--- config.mk ---
export PLATFORM = sky130hd
export DESIGN_NAME = alu_issue
export DESIGN_NICKNAME = d
export VERILOG_FILES = /design/src/rtl/alu_issue.sv
export SDC_FILE = /design/constraint.sdc
export NUM_CORES = 1
export LEC_CHECK = 0
export ABC_AREA = 1
export CAP_MARGIN = 20
export CORE_AREA = 2 2 161 163
export CTS_CLUSTER_SIZE = 8
export DETAILED_ROUTE_END_ITERATION = 12
export DIE_AREA = 0 0 163 165
export GPL_TIMING_DRIVEN = 0
export PLACE_DENSITY = 0.66
export SYNTH_ARGS = -nofsm -noshare
export SYNTH_HDL_FRONTEND = slang
export SYNTH_SLANG_ARGS = --single-unit
--- constraint.sdc ---
create_clock -name clk -period 1.2 [get_ports clk]
set_input_delay 0.24 -clock clk [delete_from_list [all_inputs] [get_ports clk]]
set_output_delay 0.24 -clock clk [all_outputs]
set_load 0.05 [all_outputs]
--- src/rtl/alu_issue.sv ---
// ---------------------------------------------------------------------------
// alu_issue
//
// Two-stage issue/retire wrapper in front of the 64-bit execute ALU.
//
// Stage E holds an accepted request and drives the ALU inputs directly from
// its registers. Stage W captures the ALU's combinational result one edge
// later, resolves CBZ/CBNZ and presents the outcome downstream.
//
// Ports
//   clk, reset          rising-edge clock, synchronous active-high reset
//   in_valid/in_ready   request handshake
//   alu_op              00 load/store, 01 CBZ, 11 CBNZ, 10 R-type
//   opcode              instruction[31:21], used only for R-type
//   operand_a/_b        request operands
//   alu_in1/_in2        registered ALU operands
//   alu_opcode          registered 4-bit ALU operation
//   alu_result/_zero    combinational ALU outputs fed back in
//   out_valid/out_ready retire handshake
//   out_result/_zero    retired ALU result and zero flag
//   out_branch_taken    CBZ/CBNZ decision
//   out_illegal         unsupported R-type opcode
// ---------------------------------------------------------------------------
module alu_issue #(
   parameter int WIDTH = 64
) (
   input  logic             clk,
   input  logic             reset,
   input  logic             in_valid,
   output logic             in_ready,
   input  logic [1:0]       alu_op,
   input  logic [10:0]      opcode,
   input  logic [WIDTH-1:0] operand_a,
   input  logic [WIDTH-1:0] operand_b,
   output logic [WIDTH-1:0] alu_in1,
   output logic [WIDTH-1:0] alu_in2,
   output logic [3:0]       alu_opcode,
   input  logic [WIDTH-1:0] alu_result,
   input  logic             alu_zero,
   output logic             out_valid,
   input  logic             out_ready,
   output logic [WIDTH-1:0] out_result,
   output logic             out_zero,
   output logic             out_branch_taken,
   output logic             out_illegal
);

   localparam logic [3:0] ALU_AND  = 4'b0000;
   localparam logic [3:0] ALU_ORR  = 4'b0001;
   localparam logic [3:0] ALU_ADD  = 4'b0010;
   localparam logic [3:0] ALU_SUB  = 4'b0110;
   localparam logic [3:0] ALU_PASS = 4'b0111;

   localparam logic [10:0] OPC_ADD = 11'b10001011000;
   localparam logic [10:0] OPC_SUB = 11'b11001011000;
   localparam logic [10:0] OPC_AND = 11'b10001010000;
   localparam logic [10:0] OPC_ORR = 11'b10101010000;

   localparam logic [1:0] KIND_ALU  = 2'd0;
   localparam logic [1:0] KIND_CBZ  = 2'd1;
   localparam logic [1:0] KIND_CBNZ = 2'd2;

   logic       e_valid;
   logic [1:0] e_kind;
   logic       e_illegal;

   logic [3:0] dec_opcode;
   logic [1:0] dec_kind;
   logic       dec_illegal;

   logic w_ready;
   logic e_advance;
   logic accept;
   logic branch_taken;

   // Translate the main-control ALUOp plus the instruction opcode field into
   // the ALU operation. Unsupported R-type opcodes still issue as an add so
   // the ALU always sees a legal code, but carry an illegal marker to retire.
   always_comb begin
      dec_opcode  = ALU_ADD;
      dec_kind    = KIND_ALU;
      dec_illegal = 1'b0;
      case (alu_op)
         2'b00: dec_opcode = ALU_ADD;
         2'b01: begin
            dec_opcode = ALU_PASS;
            dec_kind   = KIND_CBZ;
         end
         2'b11: begin
            dec_opcode = ALU_PASS;
            dec_kind   = KIND_CBNZ;
         end
         default: begin
            case (opcode)
               OPC_ADD: dec_opcode = ALU_ADD;
               OPC_SUB: dec_opcode = ALU_SUB;
               OPC_AND: dec_opcode = ALU_AND;
               OPC_ORR: dec_opcode = ALU_ORR;
               default: begin
                  dec_opcode  = ALU_ADD;
                  dec_illegal = 1'b1;
               end
            endcase
         end
      endcase
   end

   // Handshake glue. in_ready depends only on stage occupancy and downstream
   // readiness, so a full pipe can still accept when W drains on the same edge.
   always_comb begin
      w_ready   = ~out_valid | out_ready;
      e_advance = e_valid & w_ready;
      in_ready  = ~e_valid | w_ready;
      accept    = in_valid & in_ready;
   end

   // Branch resolution uses the live ALU zero flag while the request sits in
   // E; illegal requests never report a taken branch.
   always_comb begin
      branch_taken = 1'b0;
      if (!e_illegal) begin
         branch_taken = ((e_kind == KIND_CBZ) & alu_zero) |
                        ((e_kind == KIND_CBNZ) & ~alu_zero);
      end
   end

   // Stage E: loads on accept and holds while W is stalled, which keeps the
   // ALU inputs stable. Datapath registers are left as-is when E empties.
   always_ff @(posedge clk) begin
      if (reset) begin
         e_valid    <= 1'b0;
         alu_in1    <= '0;
         alu_in2    <= '0;
         alu_opcode <= ALU_AND;
         e_kind     <= KIND_ALU;
         e_illegal  <= 1'b0;
      end else begin
         if (accept) begin
            e_valid    <= 1'b1;
            alu_in1    <= operand_a;
            alu_in2    <= operand_b;
            alu_opcode <= dec_opcode;
            e_kind     <= dec_kind;
            e_illegal  <= dec_illegal;
         end else if (e_advance) begin
            e_valid <= 1'b0;
         end
      end
   end

   // Stage W: captures the ALU outcome when E advances and holds it until the
   // downstream consumer takes it.
   always_ff @(posedge clk) begin
      if (reset) begin
         out_valid        <= 1'b0;
         out_result       <= '0;
         out_zero         <= 1'b0;
         out_branch_taken <= 1'b0;
         out_illegal      <= 1'b0;
      end else begin
         if (e_advance) begin
            out_valid        <= 1'b1;
            out_result       <= alu_result;
            out_zero         <= alu_zero;
            out_branch_taken <= branch_taken;
            out_illegal      <= e_illegal;
         end else if (out_ready) begin
            out_valid <= 1'b0;
         end
      end
   end

endmodule

### Yosys cells after proc, flatten, opt, wreduce, memory -nomap -nowiden

Cells that the tools add are included.
Widths: inputs -> output; s select.

| storage, ports and cells | value |
|---|---|
| register bits after elaboration | 204 |
| bits in latches | 0 |
| bits in writable memories | 0 |
| memory bits (read-only) | 0 |
| bits of input ports | 210 |
| output and inout bits | 201 |
| word-level logic and storage cells | 45 |
| memories kept | 0 |

| cells by class | value |
|---|---|
| add/subtract/negate cells | 0 |
| multiply operators | 0 |
| div/mod/pow operators | 0 |
| $lt $le $gt $ge | 0 |
| equality and inequality tests | 8 |
| shift-type cells | 0 |
| muxes and demuxes | 10 |
| bitwise logic cells | 10 |
| reductions and logical operators | 6 |

Operators with widths:

| operator | count |
|---|---|
| $eq 11x11->1 const B | 4 |
| $pmux 3 s3 | 1 |
| $mux 1 | 7 |
| $pmux 3 s2 | 1 |
| $and 1x1->1 | 4 |
| $eq 2x1->1 const B | 2 |
| $eq 2x2->1 const B | 2 |
| $pmux 2 s2 | 1 |
| $reduce_bool 2->1 | 2 |
| $reduce_or 4->1 | 1 |
| $not 1->1 | 3 |
| $or 1x1->1 | 3 |
| $reduce_or 3->1 | 1 |
| $logic_not 2->1 | 1 |
| $reduce_or 2->1 | 1 |

### Logic depth before layout (Yosys ltp)

| depth | value |
|---|---|
| word-level depth | 5 |
| gate-level depth with buffers | 9 |

### Worst setup path after synthesis

OpenSTA, ideal clock, no wires.

| timing path | value |
|---|---|
| kind | register to register |
| from | register out_valid |
| to | register alu_in1[0] |
| library setup time | 116 ps |
| arrival time | 1,596 ps |
| data required time | 1,084 ps |
| path slack | -511 ps |
| stages on the path, launching flop included | 8 |
| cells stage by stage | dfxtp_1 nand3_4 nand2_8 inv_4 buf_8 buf_6 nor2_1 nor2_1 |

| on the way | value |
|---|---|
| longest elaborated chain between the ends | 4 |

Ends and longest elaborated chain:

| item | RTL line | text |
|---|---|---|
| start, declared | 40 | `output logic out_valid,` |
| start signal, assigned | 155 | `out_valid <= 1'b0;` |
| start signal, assigned | 162 | `out_valid <= 1'b1;` |
| start signal, assigned | 168 | `out_valid <= 1'b0;` |
| $not 1->1 | 111 | `w_ready = ~out_valid \| out_ready;` |
| $or 1x1->1 | 111 |  |
| $or 1x1->1 | 113 | `in_ready = ~e_valid \| w_ready;` |
| net in_ready | 30 | `output logic in_ready,` |
| $and 1x1->1 | 114 | `accept = in_valid & in_ready;` |
| end signal, assigned | 140 | `alu_in1 <= operand_a;` |
| end, declared | 35 | `output logic [WIDTH-1:0] alu_in1,` |

The timed path passes the listed nets, and every way through them passes these cells.
A chain may end at the register's enable or synchronous reset.

### Worst setup path after layout

| timing path | value |
|---|---|
| from | register out_valid |
| to | register alu_in2[43] |

| on the way | value |
|---|---|
| longest elaborated chain between the ends | 4 |

Ends and longest elaborated chain:

| item | RTL line | text |
|---|---|---|
| $not 1->1 | 111 |  |
| $or 1x1->1 | 111 |  |
| $or 1x1->1 | 113 |  |
| $and 1x1->1 | 114 |  |
| end signal, assigned | 141 | `alu_in2 <= operand_b;` |
| end, declared | 36 | `output logic [WIDTH-1:0] alu_in2,` |

No other way between the ends.

==> impl_metrics.xml <==
<?xml version="1.0" encoding="UTF-8"?>
<metrics>
  <group name="status">
    <metric name="status" unit="">finished with violations</metric>
    <metric name="violations" unit="">setup timing</metric>
  </group>
  <group name="setup_path">
    <metric name="critPathTopFamily" unit="">buffers and inverters</metric>
    <metric name="worstSetupPathDepth" unit="">8</metric>
    <metric name="ff2ff_path_depth" unit="">8</metric>
    <metric name="cp_launch_point" unit="">out_valid</metric>
    <metric name="worst_r2r_startpoint" unit="">out_valid</metric>
    <metric name="critical_path.cell_chain" unit="">nand3_4, buf_12, nand2_8, inv_12, clkbuf_16, buf_12, nor2_2, nor2_1</metric>
    <metric name="startpoint_type" unit="">flip-flop</metric>
    <metric name="crit_path_max_incr_delay" unit="ns">0.35</metric>
    <metric name="cp_slowest_cell" unit="">dfxtp_4</metric>
    <metric name="timing.rr.end" unit="">alu_in2[43]</metric>
    <metric name="arrival" unit="ns">1.85</metric>
    <metric name="worstSetupEndpointType" unit="">flip-flop</metric>
    <metric name="endpoint" unit="">alu_in2[43]</metric>
    <metric name="critical_path.n_buffers_inverters" unit="">4</metric>
    <metric name="cpMostUsedCell" unit="">buf_12</metric>
    <metric name="setup.reg_to_reg.worst_slack" unit="ns">-0.21</metric>
    <metric name="critPathRequiredTime" unit="ns">1.64</metric>
    <metric name="crit_fanout" unit="">10</metric>
    <metric name="timing_worst_setup_path_type" unit="">flip-flop to flip-flop</metric>
  </group>
  <group name="floorplan">
    <metric name="die_height" unit="um">165</metric>
    <metric name="starting_density_of_the_core" unit="%">28.9</metric>
    <metric name="die_area" unit="sq um">26900</metric>
    <metric name="placement_rows" unit="">58</metric>
    <metric name="horizontal_extent_of_the_die" unit="um">163</metric>
    <metric name="core" unit="sq um">25000</metric>
    <metric name="io-pin-count" unit="">411</metric>
  </group>
  <group name="clock_tree">
    <metric name="clockBufferDepth" unit="">3</metric>
    <metric name="cts_inserted_buffers" unit="">29</metric>
    <metric name="clock-root-buffer" unit="">clkbuf_16</metric>
    <metric name="clk_pin_slew_worst_paths" unit="ns">0.06</metric>
    <metric name="clock_insertion_delay_worst_skew" unit="ns">0.53</metric>
    <metric name="clock_tree.htree_level_count" unit="">1</metric>
    <metric name="cts_tree" unit="">yes</metric>
    <metric name="clock-sinks" unit="">203</metric>
  </group>
  <group name="synthesis">
    <metric name="synth_top_area_share" unit="%">56.2</metric>
    <metric name="synthTopCellsByArea" unit="">dfxtp_1 56%, nor2_1 21%, o21ai_0 12%</metric>
    <metric name="postSynthAreaPerCell" unit="sq um">7.82</metric>
    <metric name="synthDominantAreaCellType" unit="">dfxtp_1</metric>
    <metric name="syn_inst" unit="">924</metric>
    <metric name="syn_nets" unit="">1134</metric>
    <metric name="post_synth_instance_area" unit="sq um">7230</metric>
    <metric name="synth.distinct_cells" unit="">23</metric>
    <metric name="synth_seq_area_share" unit="%">56.2</metric>
    <metric name="flip_flop_and_latch_count_after_synthesis" unit="">203</metric>
    <metric name="synth_warnings" unit="">0</metric>
  </group>
  <group name="grt">
    <metric name="grtUsageMet2" unit="%">36.5</metric>
    <metric name="grt_remaining_overflow" unit="">0</metric>
    <metric name="grt_pass1_vias" unit="">8014</metric>
    <metric name="track_usage" unit="%">20.8</metric>
    <metric name="top_usage_layer" unit="">met2</metric>
    <metric name="grt_pass1_wl" unit="um">43600</metric>
    <metric name="grt_antenna_before_repair" unit="">0</metric>
    <metric name="grt_max_degree" unit="">14</metric>
    <metric name="grt_util_met3" unit="%">5.45</metric>
    <metric name="gr-usage-met1" unit="%">23.7</metric>
  </group>
  <group name="power_and_ir_drop">
    <metric name="seqPwrFrac" unit="%">37.4</metric>
    <metric name="p_clk_share" unit="%">33.9</metric>
    <metric name="power.static_leakage" unit="nW">6.56</metric>
    <metric name="max-vdd-ir-drop" unit="mV">0.765</metric>
    <metric name="switching_share" unit="%">31.1</metric>
    <metric name="p_switching" unit="mW">6.46</metric>
    <metric name="intPower" unit="mW">14.3</metric>
    <metric name="power_density" unit="nW/um^2">1320</metric>
    <metric name="total_power" unit="mW">20.8</metric>
    <metric name="comb_power_share" unit="%">28.7</metric>
  </group>
  <group name="cells_and_area">
    <metric name="design.final.nets" unit="">1660</metric>
    <metric name="fillerInstances" unit="">1957</metric>
    <metric name="syn2layout_area_growth" unit="%">118</metric>
    <metric name="final_util" unit="%">63.1</metric>
    <metric name="finish.cell_count_without_fillers" unit="">1780</metric>
    <metric name="drive_gt1_share" unit="%">49.7</metric>
    <metric name="n_antenna_cell" unit="">0</metric>
    <metric name="final_cell_mix" unit="">291 x nor2_1, 208 x clkdlybuf4s50_1, 207 x buf_8, 146 x dfxtp_2, 105 x o21ai_0</metric>
    <metric name="final_common_cell" unit="">nor2_1</metric>
  </group>
  <group name="route">
    <metric name="route.vias.total" unit="">8108</metric>
    <metric name="finalWirelength" unit="um">31300</metric>
    <metric name="drtPass1Iterations" unit="">4</metric>
    <metric name="ant_nets" unit="">0</metric>
    <metric name="dr_wl_cell" unit="um">17.6</metric>
    <metric name="first_iter_violations" unit="">440</metric>
    <metric name="avgViaCountPerCell" unit="">4.56</metric>
    <metric name="drt_drc_violations_left" unit="">0</metric>
  </group>
  <group name="sta">
    <metric name="relative_slew_slack" unit="%">50.2</metric>
    <metric name="slew_viol_final" unit="">0</metric>
    <metric name="fmax" unit="MHz">709</metric>
    <metric name="timing.setup.tns" unit="ns">-30.80</metric>
    <metric name="unrepaired_setup_endpoints_after_global_routing" unit="">yes</metric>
    <metric name="fin_worst_skew" unit="ns">0.0128</metric>
    <metric name="period_share" unit="%">118</metric>
    <metric name="final-hold-violation-count" unit="">0</metric>
    <metric name="finalWorstPathRequiredPeriod" unit="ns">1.41</metric>
    <metric name="final-setup-viol-count" unit="">372</metric>
    <metric name="fin_ws" unit="ns">-0.211</metric>
    <metric name="worst-slew-pin-transition" unit="ns">0.746</metric>
  </group>
  <group name="placement">
    <metric name="place.detailed.hpwl" unit="um">20800</metric>
    <metric name="gp_congestion" unit="">0.838</metric>
    <metric name="numPlacedInstances" unit="">1662</metric>
    <metric name="pre_cts_ws" unit="ns">-0.873</metric>
    <metric name="place.port_buffers" unit="">408</metric>
  </group>
  <group name="job">
    <metric name="maxCapViolCount" unit="">0</metric>
  </group>
  <group name="hold_path">
    <metric name="hold_class" unit="">primary input to flip-flop</metric>
  </group>
</metrics>
## worst register-to-register path: stages, from the launching register on
cell       delay, ns
dfxtp_4         0.35
nand3_4         0.10
buf_12          0.13
nand2_8         0.10
inv_12          0.13
clkbuf_16       0.17
buf_12          0.15
nor2_2          0.04
nor2_1          0.15
## cell usage after synthesis (all sizes together)
| cell type | number |
|---|---|
| nor3 | 2 |
| dfxtp | 203 |
| nand2 | 26 |
| a21oi | 8 |
| o21ai | 195 |
| a31oi | 1 |
| conb | 1 |
| buf | 38 |
| nor2 | 400 |
| clkinv | 1 |
| clkbuf | 27 |
| inv | 16 |
| nand3 | 5 |
| nand4 | 1 |
## worst min-delay path by stage
stage | start | endpoint | slack [ns] | cells past startpoint
detailed placement | alu_in2[60] | alu_in2[60] | 0.46 | 2
finish | reset | alu_opcode[1] | 0.26 | 5
global placement | alu_in2[60] | alu_in2[60] | 0.45 | 2
CTS | reset | out_zero | 0.28 | 5
global route | reset | alu_opcode[1] | 0.30 | 5
floorplan | operand_a[24] | alu_in1[24] | 0.39 | 2
## power by group through the flow
stage          registers [mW]  clock network [mW]  logic [mW]
6_report                 7.77                7.04        5.97
5_1_grt                  7.81                7.49        6.28
4_1_cts                  7.77                7.19        5.36
3_5_place_dp             7.62                   0        4.55
3_3_place_gp             7.60                   0        4.54
2_1_floorplan            9.27                   0       0.931
## per-layer routing
metal | wire length (um) | up-vias
met5 | 0 | -
met3 | 2190 | 90
met2 | 15900 | 305
met4 | 1420 | 0
li1 | - | 3995
met1 | 11800 | 3718
## timing repair
action	in CTS	in global routing
endpoints found under the hold margin	9	0
cloned	10	2
endpoints found under the setup margin	396	398
hold buffers	1	0
gates resized for setup	1971	280
setup buffers	14	60
pin swaps	16	26
## metrics by stage
stage / instance area, sq um / hold slack (ns)
after global placement: 11700 / 0.449
after floorplan: 7230 / 0.385
after CTS: 14400 / 0.280
final: 15800 / 0.262
after detailed placement: 11700 / 0.463
after global routing: 15800 / 0.297
## sequential cells by signal, summed over array words and instances, names as in the netlist
signal	count
out_result	64
out_branch_taken	1
out_illegal	1
out_zero	1
out_valid	1
alu_opcode	3
e_valid	1
alu_in2	64
alu_in1	64
e_kind	2
e_illegal	1
## kinds of logic (layout without fill, tap and decap cells)
logic type / after synthesis / after routing / share of synthesized area, %
compound gates: 204 / 204 / 14.1
buf+inv: 82 / 607 / 6.41
flops: 203 / 203 / 56.2
other cells: 1 / 1 / 0.0519
simple gates: 434 / 435 / 23.2
## layout make-up
cell class | count | area (sq um) | share of cell area [%]
multi-input cells | 640 | 3460 | 21.9
clock buffers | 30 | 729 | 4.62
repair buffers | 494 | 5970 | 37.8
inverters | 17 | 77.6 | 0.491
clock inverters | 1 | 7.51 | 0.0475
well taps | 330 | 413 | 2.62
plain buffers | 65 | 673 | 4.26
flip-flops and latches | 203 | 4450 | 28.2
Power figures use the tool's default switching activity.
==> RTL change 1, RTL diff (same flow settings) <==
`WIDTH`: 64 -> 60.
--- a/src/rtl/alu_issue.sv
+++ b/src/rtl/alu_issue.sv
@@ -22,7 +22,7 @@
 //   out_illegal         unsupported R-type opcode
 // ---------------------------------------------------------------------------
 module alu_issue #(
-   parameter int WIDTH = 64
+   parameter int WIDTH = 60
 ) (
    input  logic             clk,
    input  logic             reset,
Interface: changed (6 resized); port bits go from 411 to 387. No check against the original RTL was run, so the function may have changed too.
==> RTL change 1 against the unedited design <==
The run still ends with negative setup slack left. Final area decreased by 22%. Wire length shrank 21%. Power down 17%. Via count down 14%. Sequential cell count is 12 lower. Area after synthesis decreased by 5.3%. Worst setup slack better by 97 ps. Critical path type is now reg -> out. Largest cell class unchanged. Highest routed layer unchanged.
==> RTL change 1: results (changes against the unedited design) <==
[status]
status=finished with violations
failed_checks=negative setup slack

[clocking]
clkLatencyLatePin_ps=430  ; -100 ps
ctsLongestPathBuffers=2  ; -1
cts_inserted_buffers=17  ; -41%
clock_tree.root_cell=sky130_fd_sc_hd__clkbuf_16
maximum_level_of_the_cts_h_tree=4  ; +3
clk_transition_reported_paths_ps=70

[power_and_ir_drop]
static_leak_nw=5.26  ; -20%
peakVddDrop_mv=0.805  ; +5.1%

[global_route]
antenna_found_initial=0  ; unchanged
track_usage_pct=17.8  ; -3.0 points
grt_max_degree=19  ; +5
grt_first_pass_wirelength_mm=36.8  ; -15%
grt_pass1_vias=6729  ; -16%

[placement]
port_buffers=384  ; -5.9%
routabilityCongestion=0.853  ; +1.8%
hpwlAfterDp_mm=19.0  ; -8.8%
post_place_setup_slack_ps=-787  ; +86.1 ps

[timing]
hold_slack_ps=65.5  ; -197 ps
finalSetupViolCount=120  ; -68%
clock-skew-final_ps=8.91  ; -3.92 ps
final.setup.worst_slack_ps=-114  ; +97.0 ps

[synthesis]
synth_async_sr_flop_share_pct=0  ; unchanged
synth_nets=1068  ; -5.8%
synth.top_cells.by_count=sky130_fd_sc_hd__nor2_1 (377), sky130_fd_sc_hd__dfxtp_1 (191), sky130_fd_sc_hd__o21ai_0 (144)
yosys_warnings=0  ; unchanged
synth.yosys.seq_area_share_pct=55.8  ; -0.38 points
yosys_most_used_dff=sky130_fd_sc_hd__dfxtp_1
netlist_top_cells_area=sky130_fd_sc_hd__dfxtp_1 (56%), sky130_fd_sc_hd__nor2_1 (21%), sky130_fd_sc_hd__o21ai_0 (11%)
synth.avg_cell_area_um2=7.87  ; +0.62%
post_synth_num_cell_types=19  ; -17%

[detailed_routing]
wl_mm=24.7  ; -21%
drtIter0Drc=305  ; -31%
vias=6972  ; -14%
firstDrtPassIters=4  ; unchanged

[setup_path]
ff2ff_path_depth=5  ; -3
crit_path_max_fanout=3  ; -7
critical_path.reg2reg.endpoint=out_result[6]
max_stage_delay_on_crit_path_ps=370  ; +20 ps
reg2reg_setup_slack_ps=-50  ; +160 ps
critPathArrivalTime_ps=1070  ; -780 ps
timing.critical_path.slowest_stage_cell=sky130_fd_sc_hd__dfxtp_4
cpLargestDelayFamily=flip-flops
r2r-start=out_valid

[cells_and_area]
fraction_of_final_layout_cells_with_drive_strength_greater_than_1_pct=33.3  ; -16 points
diodes=0  ; unchanged
reg_top3=alu_in1: 60 flops, alu_in2: 60 flops, out_result: 60 flops
stdcell_count=1619  ; -9.0%
nFillCells=2452  ; +25%
final_net_count=1474  ; -11%

[hold_path]
timing.hold.worst.class=in -> reg
hold_start=reset
hold_end=e_valid
worstHoldPathCells=2  ; -3

## RTL change 1: cell count changes in the layout (fill, tap and decap cells not counted), moves of 56 or more
cell	before	now
sky130_fd_sc_hd__buf_6	15	201
sky130_fd_sc_hd__buf_4	75	12
sky130_fd_sc_hd__nor2_1	291	377
sky130_fd_sc_hd__buf_8	207	7
sky130_fd_sc_hd__dfxtp_1	3	59
sky130_fd_sc_hd__nor2_4	56	0
## RTL change 1: routing by layer
metal | routed length, um | part of all wire, % | up-vias | GRT usage (%)
met5 | 0 | 0 | - | 0
met4 | 571 | 2.3 | 0 | 6.23
met3 | 2230 | 9.0 | 31 | 6.05
met2 | 12300 | 50 | 261 | 32.0
met1 | 9600 | 39 | 3099 | 19.4
li1 | - | - | 3581 | -
## RTL change 1: worst max path at each step
stage                    from    endpoint  slack, ps
floorplan           out_valid  alu_in1[0]       -140
global placement    out_ready    in_ready       -790
detailed placement  out_ready    in_ready       -790
CTS                   e_valid    in_ready       -140
global route        out_valid    in_ready       -160
finish              out_valid    in_ready       -110
## RTL change 1: cell families after synthesis
kind of cell | after synthesis | share of synthesized area [%]
compound gates | 193 | 14.2
buf+inv | 78 | 7.18
flops | 191 | 55.8
other cells | 1 | 0.0548
simple gates | 407 | 22.8
## RTL change 1: worst register-to-register path, delay by kind of cell (launching register included)
family                 cells  cell delay [ps]
AOI/OAI and AO/OA          1              170
buffers and inverters      1              210
DFF                        1              360
and+or+nand+nor            3              400
## RTL change 1: area by class of cell
cell class                      count  area [um2]  share of cell area [%]
Buffer                             61         505                    4.12
Inverter                           17        76.3                   0.623
Multi-Input combinational cell    602        2600                    21.2
Tap cell                          330         413                    3.37
Clock buffer                       18         429                    3.50
Sequential cell                   191        4000                    32.6
Clock inverter                     14         123                    1.00
Timing Repair Buffer              386        4120                    33.6
## RTL change 1: report_power, final
part	switching (mW)	internal, mW	total (mW)
Combinational	2.64	1.87	4.51
Clock	2.75	2.74	5.49
Sequential	0.316	6.86	7.17
## RTL change 1: stage by stage
step / TNS, ps / util (%) / power, mW / instance area, um2
2_1_floorplan: -13060 / - / 9.62 / 6870
3_3_place_gp: -122730 / 44.4 / 11.4 / 11100
3_5_place_dp: -125160 / 44.4 / 11.5 / 11100
4_1_cts: -3870 / 48.7 / 17.4 / 12200
5_1_grt: -17110 / 49.0 / 17.9 / 12300
6_report: -2040 / 49.0 / 17.2 / 12300
## RTL change 1: timing repair
action	4_1_cts	5_1_grt
setup endpoints to repair	371	307
pin swaps	0	1
setup buffers	1	1
gates cloned	0	1
gates resized for setup	1496	56
==> RTL change 2, RTL diff (same settings) <==
Without the edit above. Make the reset (`reset`) asynchronous in 2 clocked blocks. Comments in the files are not updated.
--- a/src/rtl/alu_issue.sv
+++ b/src/rtl/alu_issue.sv
@@ -126,7 +126,7 @@
 
    // Stage E: loads on accept and holds while W is stalled, which keeps the
    // ALU inputs stable. Datapath registers are left as-is when E empties.
-   always_ff @(posedge clk) begin
+   always_ff @(posedge clk or posedge reset) begin
       if (reset) begin
          e_valid    <= 1'b0;
          alu_in1    <= '0;
@@ -150,7 +150,7 @@
 
    // Stage W: captures the ALU outcome when E advances and holds it until the
    // downstream consumer takes it.
-   always_ff @(posedge clk) begin
+   always_ff @(posedge clk or posedge reset) begin
       if (reset) begin
          out_valid        <= 1'b0;
          out_result       <= '0;
Function: differs if reset is asserted again (counterexample within 4 cycles, from zero or initial values and one cycle with reset high); with reset held inactive, the same outputs for 4 cycles.
==> RTL change 2 against the unedited design <==
The flow still finishes with violations (negative setup slack). Sequential cell count unchanged. Final area up 1.2%. Area after synthesis up 7.9%. Worst setup slack worse by 79 ps. Wire length down 2.0%. Global-route usage up 0.30 points. Critical path depth down 6. Critical path type is now reg -> out. Critical endpoint is now out_valid. Largest cell class unchanged.
Power is not compared: it rests on default switching activity, and its combinational part moved more than twofold at a synthesized area within 25%.
==> RTL change 2: results (changes against the unedited design) <==
[power_and_ir_drop]
peakVddDrop_mv=1.33
switching_share_pct=38.9
static_leak_nw=8.19

[placement]
hpwlAfterDp_mm=19.9  ; -4.1%
routabilityCongestion=0.795  ; -5.1%
placed_cells_incl_taps=1633  ; -1.7%
post_place_setup_slack_ps=-811  ; +62.5 ps
place_area_mm2=0.0124  ; +5.8%
port_buffers=409  ; +0.25%

[synthesis]
synth_async_sr_flop_share_pct=100  ; +100 points
synth.top_cells.by_count=sky130_fd_sc_hd__nand2_1 (591), sky130_fd_sc_hd__dfrtp_1 (203), sky130_fd_sc_hd__buf_2 (19)
netlist_top_cells_area=sky130_fd_sc_hd__dfrtp_1 (65%), sky130_fd_sc_hd__nand2_1 (28%), sky130_fd_sc_hd__buf_4 (1.7%)
synth_nets=1099  ; -3.1%
synth.yosys.seq_area_share_pct=65.2  ; +8.9 points
synth-seq-cells=203  ; unchanged
post_synth_num_cell_types=17  ; -26%
yosys_most_used_dff=sky130_fd_sc_hd__dfrtp_1
netlist_area_mm2=0.00779  ; +7.9%
synth.avg_cell_area_um2=8.77  ; +12%

[cells_and_area]
layout.nonclk_buf_share_pct=40.4  ; -1.7 points
num-nonclk-buffers=581  ; +3.9%
fraction_of_final_layout_cells_with_drive_strength_greater_than_1_pct=40.6  ; -9.1 points
area.growth.synth_to_final_pct=105
nFillCells=1980  ; +1.2%
sequential_cell_area_mm2=0.00508  ; +14%
diodes=0  ; unchanged
multi_input_comb_cells=628  ; -1.9%
multi_input_area_share_pct=19.8  ; -2.2 points
final_net_count=1670  ; +0.60%
final.clkbuf_count=30  ; unchanged
clkCellAreaFrac_pct=4.81  ; +0.14 points

[clocking]
cts_inserted_buffers=29  ; unchanged
maximum_level_of_the_cts_h_tree=1  ; unchanged
clock_tree.root_cell=sky130_fd_sc_hd__clkbuf_16

[global_route]
grt_max_degree=40  ; +26
antenna_found_initial=0  ; unchanged
track_usage_pct=21.1  ; +0.30 points
grt_first_pass_wirelength_mm=44.1  ; +1.1%

[setup_path]
crit_path_max_fanout=2  ; -8
cpLargestDelayFamily=flip-flops
max_stage_delay_on_crit_path_ps=410  ; +60 ps
timing.critical_path.slowest_stage_cell=sky130_fd_sc_hd__dfrtp_1
reg2reg_setup_slack_ps=-270  ; -60 ps
critPathArrivalTime_ps=1250  ; -600 ps

[hold_path]
timing.hold.worst.class=in -> async

[detailed_routing]
wl_per_cell_um=17.1  ; -2.6%
vias=8022  ; -1.1%
wl_mm=30.7  ; -2.0%
firstDrtPassIters=5  ; +1
drtIter0Drc=419  ; -4.8%

[status]
failed_checks=negative setup slack
status=finished with violations

[timing]
final.setup.worst_slack_ps=-290  ; -79.3 ps
hold_slack_ps=227  ; -35.6 ps
tightest_slew_ps=799  ; +52.7 ps
fin_setup_tns_ps=-59010  ; -28210 ps
clock-skew-final_ps=10.6  ; -2.28 ps
finalSetupViolCount=392  ; +5.4%

==> RTL change 2: cell types whose count changed after synthesis, sizes merged, moves of 4 or more <==
| cell | unedited run | this run |
|---|---|---|
| nor2 | 400 | 15 |
| nand2 | 26 | 592 |
| nand3 | 5 | 9 |
| dfxtp | 203 | 0 |
| o21ai | 195 | 5 |
| dfrtp | 0 | 203 |
| a21oi | 8 | 3 |
| clkbuf | 27 | 4 |
==> RTL change 2: metal layers <==
layer / up-vias / part of all wire [%] / global-route usage (%) / routed length [um]
li1: 3817 / - / - / -
met1: 3789 / 36 / 24.0 / 11100
met2: 340 / 51 / 37.2 / 15600
met3: 76 / 9.1 / 6.91 / 2810
met4: 0 / 3.8 / 7.52 / 1160
met5: - / 0 / 0 / 0
==> RTL change 2: timing repair <==
item	CTS	global route
cloned	17	8
buffers inserted	39	65
pin swaps	31	63
resized for setup	1555	215
endpoints found under the setup margin	442	398
==> RTL change 2: cell families after synthesis <==
group | after synthesis | share of synthesized area (%)
flip-flops | 203 | 65.2
AND/OR/NAND/NOR | 619 | 30.1
buffers and inverters | 58 | 4.16
other | 1 | 0.0481
AO/OA/AOI/OAI | 8 | 0.514
==> RTL change 2: power groups by stage <==
stage / sequential (mW) / clock [mW] / combinational [mW]
finish: 9.16 / 7.32 / 12.6
global route: 9.28 / 7.85 / 13.3
CTS: 9.08 / 7.51 / 11.5
detailed placement: 8.90 / 0 / 10.1
global placement: 8.86 / 0 / 10.0
floorplan: 13.2 / 0 / 1.69
==> RTL change 2: worst paths after layout <==
path / from / end / cells after the start
setup / recovery: out_valid / out_valid / 2
hold reg to reg: out_result[23] / out_result[23] / 2
min in group clk: operand_b[16] / alu_in2[16] / 3
hold / removal: reset / alu_in2[52] / 3
max in group asynchronous: reset / out_result[47] / 5
setup reg to reg: e_valid / alu_in1[11] / 8
